<file path="config.mk">
export PLATFORM = sky130hd
export DESIGN_NAME = gbuff_reader
export DESIGN_NICKNAME = d
export VERILOG_FILES = /design/src/rtl/gbuff_pkg.sv /design/src/rtl/gbuff_skid_fifo.sv /design/src/rtl/gbuff_reader.sv
export SDC_FILE = /design/constraint.sdc
export NUM_CORES = 1
export LEC_CHECK = 0
export ABC_CLOCK_PERIOD_IN_PS = 2650
export CAP_MARGIN = 20
export CORE_MARGIN = 3
export CORE_UTILIZATION = 35
export DETAILED_ROUTE_END_ITERATION = 10
export SLEW_MARGIN = 20
export SYNTH_ARGS = -nofsm -noshare
export SYNTH_HDL_FRONTEND = slang
export SYNTH_SLANG_ARGS = --single-unit
</file>
<file path="constraint.sdc">
create_clock -name clk -period 2.65 [get_ports clk]
set_input_delay 0.3975 -clock clk [delete_from_list [all_inputs] [get_ports clk]]
set_output_delay 0.3975 -clock clk [all_outputs]
set_load 0.01 [all_outputs]
</file>
<file path="src/rtl/gbuff_pkg.sv">
// Shared defaults and state encoding for the global-buffer reader.
package gbuff_pkg;

   localparam int WORD_SIZE_DEF = 32;
   localparam int INDX_SIZE_DEF = 8;
   localparam int LEN_SIZE_DEF  = 9;

   typedef enum logic [1:0] {
      ST_IDLE  = 2'd0,
      ST_RUN   = 2'd1,
      ST_DRAIN = 2'd2,
      ST_DONE  = 2'd3
   } gb_state_t;

endpackage

</file>
<file path="src/rtl/gbuff_skid_fifo.sv">
// Two-entry FIFO that absorbs buffer read data while the stream is stalled.
module gbuff_skid_fifo
   import gbuff_pkg::*;
#(
   parameter int WIDTH = WORD_SIZE_DEF
) (
   input  logic             clk,
   input  logic             rst_n,
   input  logic             i_push,
   input  logic [WIDTH-1:0] i_data,
   input  logic             i_pop,
   output logic [WIDTH-1:0] o_data,
   output logic             o_full,
   output logic             o_empty
);

   logic [WIDTH-1:0] r_mem [2];
   logic             r_wr_ptr;
   logic             r_rd_ptr;
   logic [1:0]       r_count;
   logic             w_push;
   logic             w_pop;

   // A push into a full FIFO is only accepted if the head leaves in the same cycle.
   assign w_push  = i_push && (!o_full || i_pop);
   assign w_pop   = i_pop && !o_empty;
   assign o_full  = (r_count == 2'd2);
   assign o_empty = (r_count == 2'd0);
   assign o_data  = r_mem[r_rd_ptr];

   // Storage needs no reset; occupancy tracking decides what is visible.
   always_ff @(posedge clk) begin
      if (w_push) r_mem[r_wr_ptr] <= i_data;
   end

   // Pointer and occupancy bookkeeping.
   always_ff @(posedge clk or negedge rst_n) begin
      if (!rst_n) begin
         r_wr_ptr <= 1'b0;
         r_rd_ptr <= 1'b0;
         r_count  <= 2'd0;
      end else begin
         if (w_push) r_wr_ptr <= ~r_wr_ptr;
         if (w_pop)  r_rd_ptr <= ~r_rd_ptr;
         unique case ({w_push, w_pop})
            2'b10:   r_count <= r_count + 2'd1;
            2'b01:   r_count <= r_count - 2'd1;
            default: r_count <= r_count;
         endcase
      end
   end

endmodule

</file>
<file path="src/rtl/gbuff_reader.sv">
// Streams a contiguous run of global-buffer words out on a valid/ready port.
//
// state    | meaning
// ---------+---------------------------------------------------------
// ST_IDLE  | waiting for start; first read launched with the start
// ST_RUN   | issuing reads, throttled by the 2-word credit
// ST_DRAIN | all reads issued, waiting for the stream to accept them
// ST_DONE  | one-cycle done pulse
module gbuff_reader
   import gbuff_pkg::*;
#(
   parameter int WORD_SIZE = WORD_SIZE_DEF,
   parameter int INDX_SIZE = INDX_SIZE_DEF,
   parameter int LEN_SIZE  = LEN_SIZE_DEF
) (
   input  logic                 clk,
   input  logic                 rst,
   input  logic                 start,
   input  logic [INDX_SIZE-1:0] base,
   input  logic [LEN_SIZE-1:0]  len,
   output logic                 busy,
   output logic                 done,
   output logic                 gb_wr_en,
   output logic [INDX_SIZE-1:0] gb_index,
   input  logic [WORD_SIZE-1:0] gb_data_out,
   output logic                 m_valid,
   output logic [WORD_SIZE-1:0] m_data,
   input  logic                 m_ready
);

   gb_state_t            r_state;
   gb_state_t            w_state_next;
   logic [INDX_SIZE-1:0] r_addr;
   logic [INDX_SIZE-1:0] r_last_idx;
   logic [LEN_SIZE-1:0]  r_issue_cnt;
   logic [LEN_SIZE-1:0]  r_acc_cnt;
   logic [LEN_SIZE-1:0]  w_acc_next;
   logic                 r_rd_pend;
   logic                 w_fifo_full;
   logic                 w_fifo_empty;
   logic [1:0]           w_occ;
   logic [2:0]           w_occ_after;
   logic                 w_pop;
   logic                 w_issue_first;
   logic                 w_issue_run;
   logic                 w_issue;
   logic [INDX_SIZE-1:0] w_issue_idx;
   logic                 w_acc_dec;

   // The first read goes out in the cycle start is accepted so the first
   // word reaches the stream two cycles later; later reads come from RUN.
   // The credit counts occupancy after this cycle's pop plus the read in
   // flight, which keeps at most two words outstanding yet sustains one
   // word per cycle while the stream is ready.
   assign w_pop         = m_valid && m_ready;
   assign w_occ         = w_fifo_full ? 2'd2 : (w_fifo_empty ? 2'd0 : 2'd1);
   assign w_occ_after   = {1'b0, w_occ} - {2'b00, w_pop} + {2'b00, r_rd_pend};
   assign w_issue_first = (r_state == ST_IDLE) && start && (len != '0);
   assign w_issue_run   = (r_state == ST_RUN) && (r_issue_cnt != '0) && (w_occ_after < 3'd2);
   assign w_issue       = w_issue_first || w_issue_run;
   assign w_issue_idx   = w_issue_first ? base : r_addr;
   assign gb_index      = w_issue ? w_issue_idx : r_last_idx;
   assign w_acc_dec     = w_pop && (r_acc_cnt != '0);
   assign w_acc_next    = w_acc_dec ? (r_acc_cnt - 1'b1) : r_acc_cnt;
   assign m_valid       = !w_fifo_empty;

   // State register.
   always_ff @(posedge clk or negedge rst) begin
      if (!rst) r_state <= ST_IDLE;
      else      r_state <= w_state_next;
   end

   // Next-state decode.
   always_comb begin
      w_state_next = r_state;
      unique case (r_state)
         ST_IDLE:  if (start) w_state_next = (len == '0) ? ST_DONE : ST_RUN;
         ST_RUN: begin
            if (w_acc_next == '0)        w_state_next = ST_DONE;
            else if (r_issue_cnt == '0)  w_state_next = ST_DRAIN;
         end
         ST_DRAIN: if (w_acc_next == '0) w_state_next = ST_DONE;
         ST_DONE:  w_state_next = ST_IDLE;
         default:  w_state_next = ST_IDLE;
      endcase
   end

   // Status outputs decoded from state.
   always_comb begin
      busy     = (r_state == ST_RUN) || (r_state == ST_DRAIN);
      done     = (r_state == ST_DONE);
      gb_wr_en = 1'b0;
   end

   // Address, issue and accept counters plus the read-in-flight flag.
   always_ff @(posedge clk or negedge rst) begin
      if (!rst) begin
         r_addr      <= '0;
         r_last_idx  <= '0;
         r_issue_cnt <= '0;
         r_acc_cnt   <= '0;
         r_rd_pend   <= 1'b0;
      end else begin
         r_rd_pend <= w_issue;
         if (w_issue) r_last_idx <= w_issue_idx;
         if (w_issue_first) begin
            r_addr      <= base + 1'b1;
            r_issue_cnt <= len - 1'b1;
            r_acc_cnt   <= len;
         end else begin
            if (w_issue_run) begin
               r_addr      <= r_addr + 1'b1;
               r_issue_cnt <= r_issue_cnt - 1'b1;
            end
            r_acc_cnt <= w_acc_next;
         end
      end
   end

   gbuff_skid_fifo #(
      .WIDTH (WORD_SIZE)
   ) u_fifo (
      .clk     (clk),
      .rst_n   (rst),
      .i_push  (r_rd_pend),
      .i_data  (gb_data_out),
      .i_pop   (w_pop),
      .o_data  (m_data),
      .o_full  (w_fifo_full),
      .o_empty (w_fifo_empty)
   );

endmodule

</file>
==> impl_metrics.ini, run 1 <==
[run_status]
status = complete, but fails checks
violations = setup timing

[pwr]
intPower_uw = 2570
clkPwrFrac_pct = 42.5
p_switching_uw = 695
peakVddDrop_v = 0.000290
comb_power_share_pct = 4.4
power_leakage_uw = 0.00289
power_frac_seq_pct = 53.1
swShare_pct = 21.3
power.density_mw_per_mm2 = 452
total_power_uw = 3270

[floorplan]
coreArea_sq_mm = 0.0135
fp.dieW_microns = 125
top_level_ports = 97
start_util_pct = 36.4
fp-row-count = 42
die_area_sq_mm = 0.0155
die_y_microns = 125

[global_routing]
grt_first_pass_wirelength_mm = 18.4
grt_overflow_total = 0
grt_max_degree = 42
track_usage_pct = 14.6
grt_pass1_vias = 3699
antenna_found_initial = 0

[route]
highest-signal-layer = met4
drc = 0
drtIter0Drc = 285
vias_per_cell = 4.93
met1_length_mm = 5.41
met3_length_microns = 534
wl_mm = 11.6
met2RoutedLength_mm = 5.53
wl_per_cell_microns = 15.6
ant_nets = 0
drt_pass1_iterations = 4
route.vias.total = 3656

[yosys]
synth_top_cell_by_area = edfxtp_1
synthFlopType = edfxtp_1
syn_nets = 457
ys_seq_area_share_pct = 60.0
synth_area_sq_mm = 0.00491
synth_warnings = 0
netlist.area_leader.share_pct = 39.1
netlist_instances = 394
synth-edff-count = 64
ys_seq_elements = 105
synthDistinctLibCells = 50
synthTopCellsByArea = edfxtp_1, dfrtp_1, mux2_2, nand2_1, xor2_1
avgSynthCellArea_sq_um = 12.5
ys_async_sr_fraction_pct = 39.0

[clocking]
clk_pin_slew_ns = 0.08
cts.sinks = 105
cts_tree = built
cts.path.max_buffers = 2
worstSkewPairLatency_ns = 0.35
cts_buffers = 9
htree_levels = 3
clock-root-buffer = clkbuf_16

[timing]
setup_viol = 8
hold_ws_ns = 0.188
hold_viol = 0
fmax_ghz = 0.366
timing_max_transition_violations_final = 0
post-route-period-util_pct = 103
setup_slack_ns = -0.0843
post-route-min-period_ns = 2.73
slew_headroom_pct = 36.1
rsz0062_at_grt = true
worst_slew_pin_slew_ns = 0.958
clock_skew_ns = 0.0116

[worst_setup_path]
crit_slowest_cell = dfrtp_1
cp.arrival_ns = 2.34
critPathKind = reg2out
path_delay_family = flip-flops
path_cells = o21ai_2, inv_2, ha_4, nand2b_4, xnor3_2, nand2_4, buf_8, nand2_2, a31oi_4, buf_2
cp.required_ns = 2.25
worst-path-buf-inv = 3
crit_fanout = 5
worstSetupEndpointType = output port
slowest_delay_ns = 0.39
critPathLaunchType = flip-flop

[final_layout]
post-route-util_pct = 53.5
nFillCells = 1164
layout.nets = 623
seqCellArea_sq_mm = 0.00295
diodes = 0
drive_gt1_share_pct = 35.2
multi_input_area_sq_mm = 0.00219
synthToLayoutAreaGrowth_pct = 47.1

[flow_run]
maxCapViolCount = 0

[hold_path]
hold_class = in2async

[placed_design]
post-dp-hpwl_mm = 7.95
io_buffers = 95
gp_congestion = 0.842
==> cell families (layout without fill, tap and decap cells) <==
kind of cell | count (synthesis) | after routing | synth area share [%]
adders and majority gates | 10 | 10 | 2.55
xor gates and xnor gates | 36 | 36 | 6.70
AOI/OAI and AO/OA | 49 | 49 | 6.54
other | 1 | 1 | 0.0763
muxes | 42 | 42 | 9.50
DFF | 105 | 105 | 60.0
and+or+nand+nor | 127 | 127 | 12.7
buffers and inverters | 24 | 195 | 2.01
==> timing repair <==
| action | 4_1_cts | 5_1_grt |
|---|---|---|
| gates resized for setup | 72 | 53 |
| pin swaps | 18 | 19 |
| hold buffers | 0 | 0 |
| endpoints found under the setup margin | 14 | 13 |
| buffers inserted | 9 | 9 |
==> layout make-up <==
type	count	area share, %
flip-flops and latches	105	40.8
well taps	176	3.05
clock inverters	7	1.18
multi-input cells	265	30.3
clock buffers	9	3.12
repair buffers	170	21.1
inverters	9	0.467
==> placed cells by master (no fill, tap or decap), types with 4 or more instances in the layout <==
| cell | n |
|---|---|
| nor3_1 | 4 |
| xor2_1 | 18 |
| a21oi_1 | 8 |
| nand3_1 | 4 |
| buf_6 | 10 |
| xnor2_1 | 17 |
| dfrtp_1 | 41 |
| mux2i_1 | 4 |
| clkdlybuf4s50_1 | 77 |
| or4_4 | 4 |
| o21ai_0 | 19 |
| inv_1 | 7 |
| nand2_1 | 32 |
| mux2_2 | 35 |
| nor2_1 | 27 |
| ha_1 | 6 |
| nand2_2 | 6 |
| buf_4 | 65 |
| a31oi_4 | 6 |
| edfxtp_1 | 64 |
| clkbuf_2 | 6 |
| inv_6 | 4 |
| buf_2 | 6 |
| clkbuf_16 | 9 |
| nand2_4 | 8 |
| nand4_1 | 5 |
==> power groups by stage <==
stage | combinational (uW) | sequential, uW | clock [uW]
2_1_floorplan | 16.7 | 1770 | 0
3_3_place_gp | 141 | 1770 | 0
3_5_place_dp | 145 | 1770 | 0
4_1_cts | 143 | 1740 | 1430
5_1_grt | 155 | 1740 | 1480
6_report | 144 | 1740 | 1390
==> per-layer routing <==
metal	up-vias	global-route usage, %
met5	-	0
met4	0	3.35
met3	6	3.82
met2	103	23.7
met1	1794	19.6
li1	1753	-
==> sequential cells by signal, indices dropped and copies added, names as in the netlist <==
signal,count
u_fifo.r_wr_ptr,1
r_acc_cnt,9
r_rd_pend,1
r_state,2
r_last_idx,8
r_issue_cnt,9
u_fifo.r_rd_ptr,1
u_fifo.r_mem,64
u_fifo.r_count,2
r_addr,8
==> per-stage QoR <==
step	setup TNS, ns	setup WS (ns)	instances	cell area [sq um]
final	-0.462	-0.0843	741	7230
after global routing	-1.19	-0.164	741	7230
after CTS	-0.795	-0.115	733	6990
after detailed placement	-9.96	-0.726	708	6540
after global placement	-8.79	-0.641	708	6540
after floorplan	-0.129	-0.112	394	4970
==> worst paths after layout <==
check                      slack, ns               from        endpoint  cells past startpoint
max in group asynchronous       1.85                rst  r_issue_cnt[5]                      1
min in group clk                0.41             len[4]    r_acc_cnt[4]                      4
min reg2reg                     0.51      r_last_idx[0]   r_last_idx[0]                      1
max                            -0.08  u_fifo.r_count[0]     gb_index[7]                     10
min                             0.19                rst   r_last_idx[1]                      1
max reg2reg                     0.11         r_state[1]  r_issue_cnt[6]                     13
==> cell usage after synthesis (all sizes together) (2+ instances only) <==
| cell | count |
|---|---|
| nand4 | 5 |
| and3 | 4 |
| o31a | 2 |
| nand3 | 6 |
| or2 | 3 |
| nand3b | 3 |
| nor2 | 30 |
| nand2b | 3 |
| xnor2 | 17 |
| mux2 | 37 |
| or3 | 4 |
| xor2 | 18 |
| edfxtp | 64 |
| o21ai | 20 |
| clkbuf | 10 |
| dfrtp | 41 |
| nand2 | 46 |
| ha | 10 |
| inv | 9 |
| and2b | 2 |
| mux2i | 5 |
| a31oi | 7 |
| a21oi | 8 |
| nor4 | 3 |
| or4 | 7 |
| nor3 | 7 |
| buf | 5 |
(Power assumes the default switching activity.)
==> inputs of run 2 (changes only) <==
- GPL_TIMING_DRIVEN: unset -> 0
- SETUP_SLACK_MARGIN: unset -> 0.15
==> impl_metrics.ini, run 2 (same netlist as run 1, synthesis figures left out) <==
[hold_path]
hold_class = in2reg
worstHoldPathCells = 2
min_from = len[2]
min_to = r_acc_cnt[2]

[global_routing]
grt_first_pass_wirelength_mm = 18.7
use_met1_pct = 20.2
met2_usage_pct = 24.3
grt_pass1_vias = 3647
antenna_found_initial = 0
grt.met3_usage_pct = 3.04
grt_max_degree = 31
track_usage_pct = 15.0
grt_overflow_total = 0
grt_busiest_layer = met2

[floorplan]
fp-row-count = 42
start_util_pct = 36.4
die_area_sq_mm = 0.0155
coreArea_sq_mm = 0.0135
top_level_ports = 97
fp.dieW_microns = 125
die_y_microns = 125

[worst_setup_path]
crit_slowest_cell = dfrtp_1
reg2reg_slack_ns = 0.14
cp.arrival_ns = 2.42
r2r_start = r_acc_cnt[2]
crit_fanout = 7
reg2reg_depth = 7
slowest_delay_ns = 0.38
worstSetupEndpointType = output port
critPathLaunchType = flip-flop
cp.required_ns = 2.25
r2r-end = r_state[1]
critPathKind = reg2out
path_cells = buf_6, o21ai_4, inv_2, ha_4, nand2b_4, xnor3_2, nand2_4, clkbuf_16, nand2_2, a31oi_4, buf_2

[route]
wl_mm = 11.7
drt_pass1_iterations = 4
route.vias.total = 3608
drtIter0Drc = 227
wl_per_cell_microns = 16.2
vias_per_cell = 5.00
drc = 0
ant_nets = 0

[clocking]
clock-root-buffer = clkbuf_16
cts.sinks = 105
cts_buffers = 9
htree_levels = 3
cts_tree = built
clk_pin_slew_ns = 0.07
worstSkewPairLatency_ns = 0.36
cts.path.max_buffers = 2

[timing]
timing_max_transition_violations_final = 0
hold_ws_ns = 0.305
hold_viol = 0
rsz0062_at_grt = true
post-route-period-util_pct = 106
setup_slack_ns = -0.167
worst_slew_pin_slew_ns = 0.908
post-route-min-period_ns = 2.82
setup_viol = 8
fmax_ghz = 0.355
clock_skew_ns = 0.00974
slew_headroom_pct = 38.8

[run_status]
status = complete, but fails checks
violations = setup timing

[placed_design]
post-dp-hpwl_mm = 8.14
io_buffers = 95
dp_cells = 668
dp_worst_setup_slack_ns = -1.12
gp_congestion = 0.812

[flow_run]
maxCapViolCount = 0

[final_layout]
post-route-util_pct = 53.1
top_regs = u_fifo.r_mem: 64 flops, r_acc_cnt: 9 flops, r_issue_cnt: 9 flops
synthToLayoutAreaGrowth_pct = 46.0
largest_register_ffs = 64
layout.nets = 604
mostFrequentLayoutCells = clkdlybuf4s50_1, edfxtp_1, dfrtp_1, mux2_2, buf_4
final_cells = 722
diodes = 0
regMostFlops = u_fifo.r_mem
mostFrequentLayoutCell = clkdlybuf4s50_1
drive_gt1_share_pct = 33.9

[pwr]
peakVddDrop_v = 0.000274
power_leakage_uw = 0.00287
power.density_mw_per_mm2 = 454
run 2: cell types whose count changed in the layout (fill, tap and decap cells not counted), sizes merged:
cell	previous run	this run
buf	85	61
clkbuf	15	20
clkinv	2	1
clkinvlp	0	1
dlygate4sd2	2	1
dlygate4sd3	0	1
run 2: what timing repair did:
item / 4_1_cts / 5_1_grt
hold buffers: 1 / 0
endpoints found under the setup margin: 67 / 22
endpoints found under the hold margin: 11 / 0
gates resized for setup: 138 / 15
buffers inserted: 27 / 9
cloned: 1 / 0
pin swaps: 23 / 6
run 2: final cells by class:
type	count	area, sq um
flip-flops and latches	105	2950
clock inverters	7	82.6
inverters	9	36.3
clock buffers	9	225
well taps	176	220
multi-input cells	265	2200
plain buffers	15	170
fillers	1156	6330
repair buffers	136	1290
run 2: metal layers:
layer / wire length [microns] / vias up
met5: 0 / -
met4: 166 / 0
met3: 584 / 13
met2: 5560 / 108
met1: 5370 / 1771
li1: - / 1716
run 2: worst max-delay path, delay by kind of cell (launching register included):
kind,cells,cell delay [ns]
AOI/OAI and AO/OA,2,0.29
xor gates and xnor gates,1,0.29
adders and majority gates,1,0.26
buffers and inverters,4,0.52
DFF,1,0.38
and+or+nand+nor,3,0.31
run 2: worst max path at each step:
stage                      startpoint             end  depth (start not counted)  slack (ns)
finish              u_fifo.r_count[0]     gb_index[5]                         11       -0.17
global route        u_fifo.r_count[0]     gb_index[7]                         11       -0.25
CTS                 u_fifo.r_count[0]     gb_index[5]                         11       -0.19
detailed placement             len[4]     gb_index[5]                          8       -1.12
global placement               len[4]     gb_index[6]                          8       -1.10
floorplan                      len[5]  r_issue_cnt[6]                         10       -0.11
run 2: where the power goes:
part | internal (uW) | switching, uW | leakage [uW]
combinational | 79.3 | 53.7 | 0.00159
sequential | 1740 | 0 | 0.00113
clock | 751 | 635 | 0.000150
total | 2570 | 688 | 0.00287
run 2: per-stage QoR:
step	cell area, sq um	power, uW	setup TNS [ns]
after floorplan	5020	1790	-0.121
after global placement	6190	1900	-45.94
after detailed placement	6270	1900	-20.02
after CTS	7060	3300	-1.34
after global routing	7180	3370	-1.81
final	7180	3260	-1.17
==> inputs of run 3 (changes only) <==
- CORE_MARGIN: 3 -> 2
- CORE_UTILIZATION: 35 -> 45
- PLACE_DENSITY: unset -> 0.74
==> impl_metrics.ini, run 3 (same netlist as run 1, synthesis figures left out) <==
[timing]
post-route-min-period_ns = 2.88
setup_slack_ns = -0.235
setup_viol = 8
slew_headroom_pct = 41.4
timing_max_transition_violations_final = 0
post-route-period-util_pct = 109
clock_skew_ns = 0.0157
worst_slew_pin_slew_ns = 0.870
rsz0062_at_grt = true
fmax_ghz = 0.347
hold_viol = 0

[final_layout]
final_cells = 689
layout.nets = 607
mostFrequentLayoutCell = clkdlybuf4s50_1
top_regs = u_fifo.r_mem: 64 flops, r_acc_cnt: 9 flops, r_issue_cnt: 9 flops
regMostFlops = u_fifo.r_mem
drive_gt1_share_pct = 35.7
mostFrequentLayoutCells = clkdlybuf4s50_1, edfxtp_1, buf_4, dfrtp_1, mux2_2
nFillCells = 780
diodes = 0
largest_register_ffs = 64
synthToLayoutAreaGrowth_pct = 45.3

[worst_setup_path]
critPathKind = reg2out
cp.required_ns = 2.25
crit_slowest_cell = or4_1
critPathLaunchType = flip-flop
worstSetupEndpointType = output port
path_cells = or4_1, o31a_1, nand2_4, clkbuf_16, nand2_2, a31oi_4, buf_6
cp.arrival_ns = 2.49
crit_fanout = 7
slowest_delay_ns = 0.62

[run_status]
violations = setup timing
status = complete, but fails checks

[floorplan]
start_util_pct = 45.7
fp.dieW_microns = 109
die_area_sq_mm = 0.0118
coreArea_sq_mm = 0.0107
fp-row-count = 38
die_y_microns = 109
top_level_ports = 97

[route]
drt_pass1_iterations = 5
drc = 0
wl_mm = 11.9
route.vias.total = 3715
ant_nets = 0
drtIter0Drc = 156
wl_per_cell_microns = 17.2
vias_per_cell = 5.39

[placed_design]
io_buffers = 95
gp_congestion = 0.865
post-dp-hpwl_mm = 7.65
dp_cells = 632

[global_routing]
antenna_found_initial = 0
grt_first_pass_wirelength_mm = 17.7
grt_pass1_vias = 3722
track_usage_pct = 19.6
grt_overflow_total = 0
grt_max_degree = 30

[pwr]
power_leakage_uw = 0.00283
power.density_mw_per_mm2 = 397
peakVddDrop_v = 0.000332
total_power_uw = 2830

[clocking]
cts.path.max_buffers = 2
cts.sinks = 105
cts_buffers = 9
cts_tree = built
clk_pin_slew_ns = 0.11
worstSkewPairLatency_ns = 0.38
htree_levels = 3
clock-root-buffer = clkbuf_8

[hold_path]
hold_class = in2reg

[flow_run]
maxCapViolCount = 0
## run 3: changes by cell type in the layout (fill, tap and decap cells not counted), moves of 3 or more
cell / before / now
buf_2: 12 / 6
buf_4: 35 / 41
buf_6: 8 / 12
clkbuf_16: 12 / 3
clkbuf_8: 2 / 11
nand2_4: 6 / 9
## run 3: layer usage
layer,wire length (microns),part of all wire (%),GRT usage [%],up-vias
met1,5010,42,24.4,1837
li1,-,-,-,1723
met4,200,1.7,6.87,0
met3,780,6.6,4.52,17
met5,0,0,0,-
met2,5880,50,33.5,138
## run 3: stage by stage
stage                     hold slack (ns)  util (%)  area (sq um)  worst slack, ns  setup TNS (ns)
after detailed placement            0.315      57.9          6220            -1.03          -17.69
after global routing                0.256      66.5          7140           -0.302           -2.08
after global placement              0.473      57.2          6140            -1.05          -37.10
final                               0.235      66.5          7140           -0.235           -1.59
after floorplan                     0.102         -          5020           -0.112          -0.121
after CTS                           0.254      63.8          6860           -0.199           -1.26
## run 3: cell type report
type / count / area, sq um / share of cell area (%)
buffer: 15 / 169 / 2.37
clock buffer: 10 / 128 / 1.79
clock inverter: 6 / 61.3 / 0.859
inverter: 9 / 33.8 / 0.473
multi-input combinational: 265 / 2280 / 31.9
sequential: 105 / 2950 / 41.3
tap: 140 / 175 / 2.45
timing repair buffer: 139 / 1340 / 18.8
## run 3: power by group
part	internal, uW	leakage, uW	total, uW	switching [uW]
sequential	1740	0.00113	1740	0
combinational	83.9	0.00161	140	56.4
clock	365	0.0000922	956	591
## run 3: worst paths after layout
check / to / start / depth (start not counted) / slack [ns]
max: gb_index[4] / r_issue_cnt[3] / 7 / -0.23
min: r_acc_cnt[7] / len[7] / 3 / 0.24
max reg2reg: r_issue_cnt[3] / u_fifo.r_count[1] / 10 / 0.16
min reg2reg: r_last_idx[0] / r_last_idx[0] / 1 / 0.50
max in group asynchronous: r_acc_cnt[4] / rst / 3 / 1.70
min in group asynchronous: r_last_idx[1] / rst / 2 / 0.45
## run 3: timing repair
action                                  4_1_cts  5_1_grt
gates cloned                                  1        0
hold buffers                                  1        0
resized for setup                           126       56
endpoints found under the hold margin        12        0
pin swaps                                    23       10
endpoints found under the setup margin       62       35
setup buffers                                31        8
## run 3: critical path, delay by kind of cell, from the launching register on
family,cells,cell delay [ns]
buffers and inverters,2,0.31
AND/OR/NAND/NOR,3,0.84
flip-flops,1,0.45
AO/OA/AOI/OAI,2,0.50
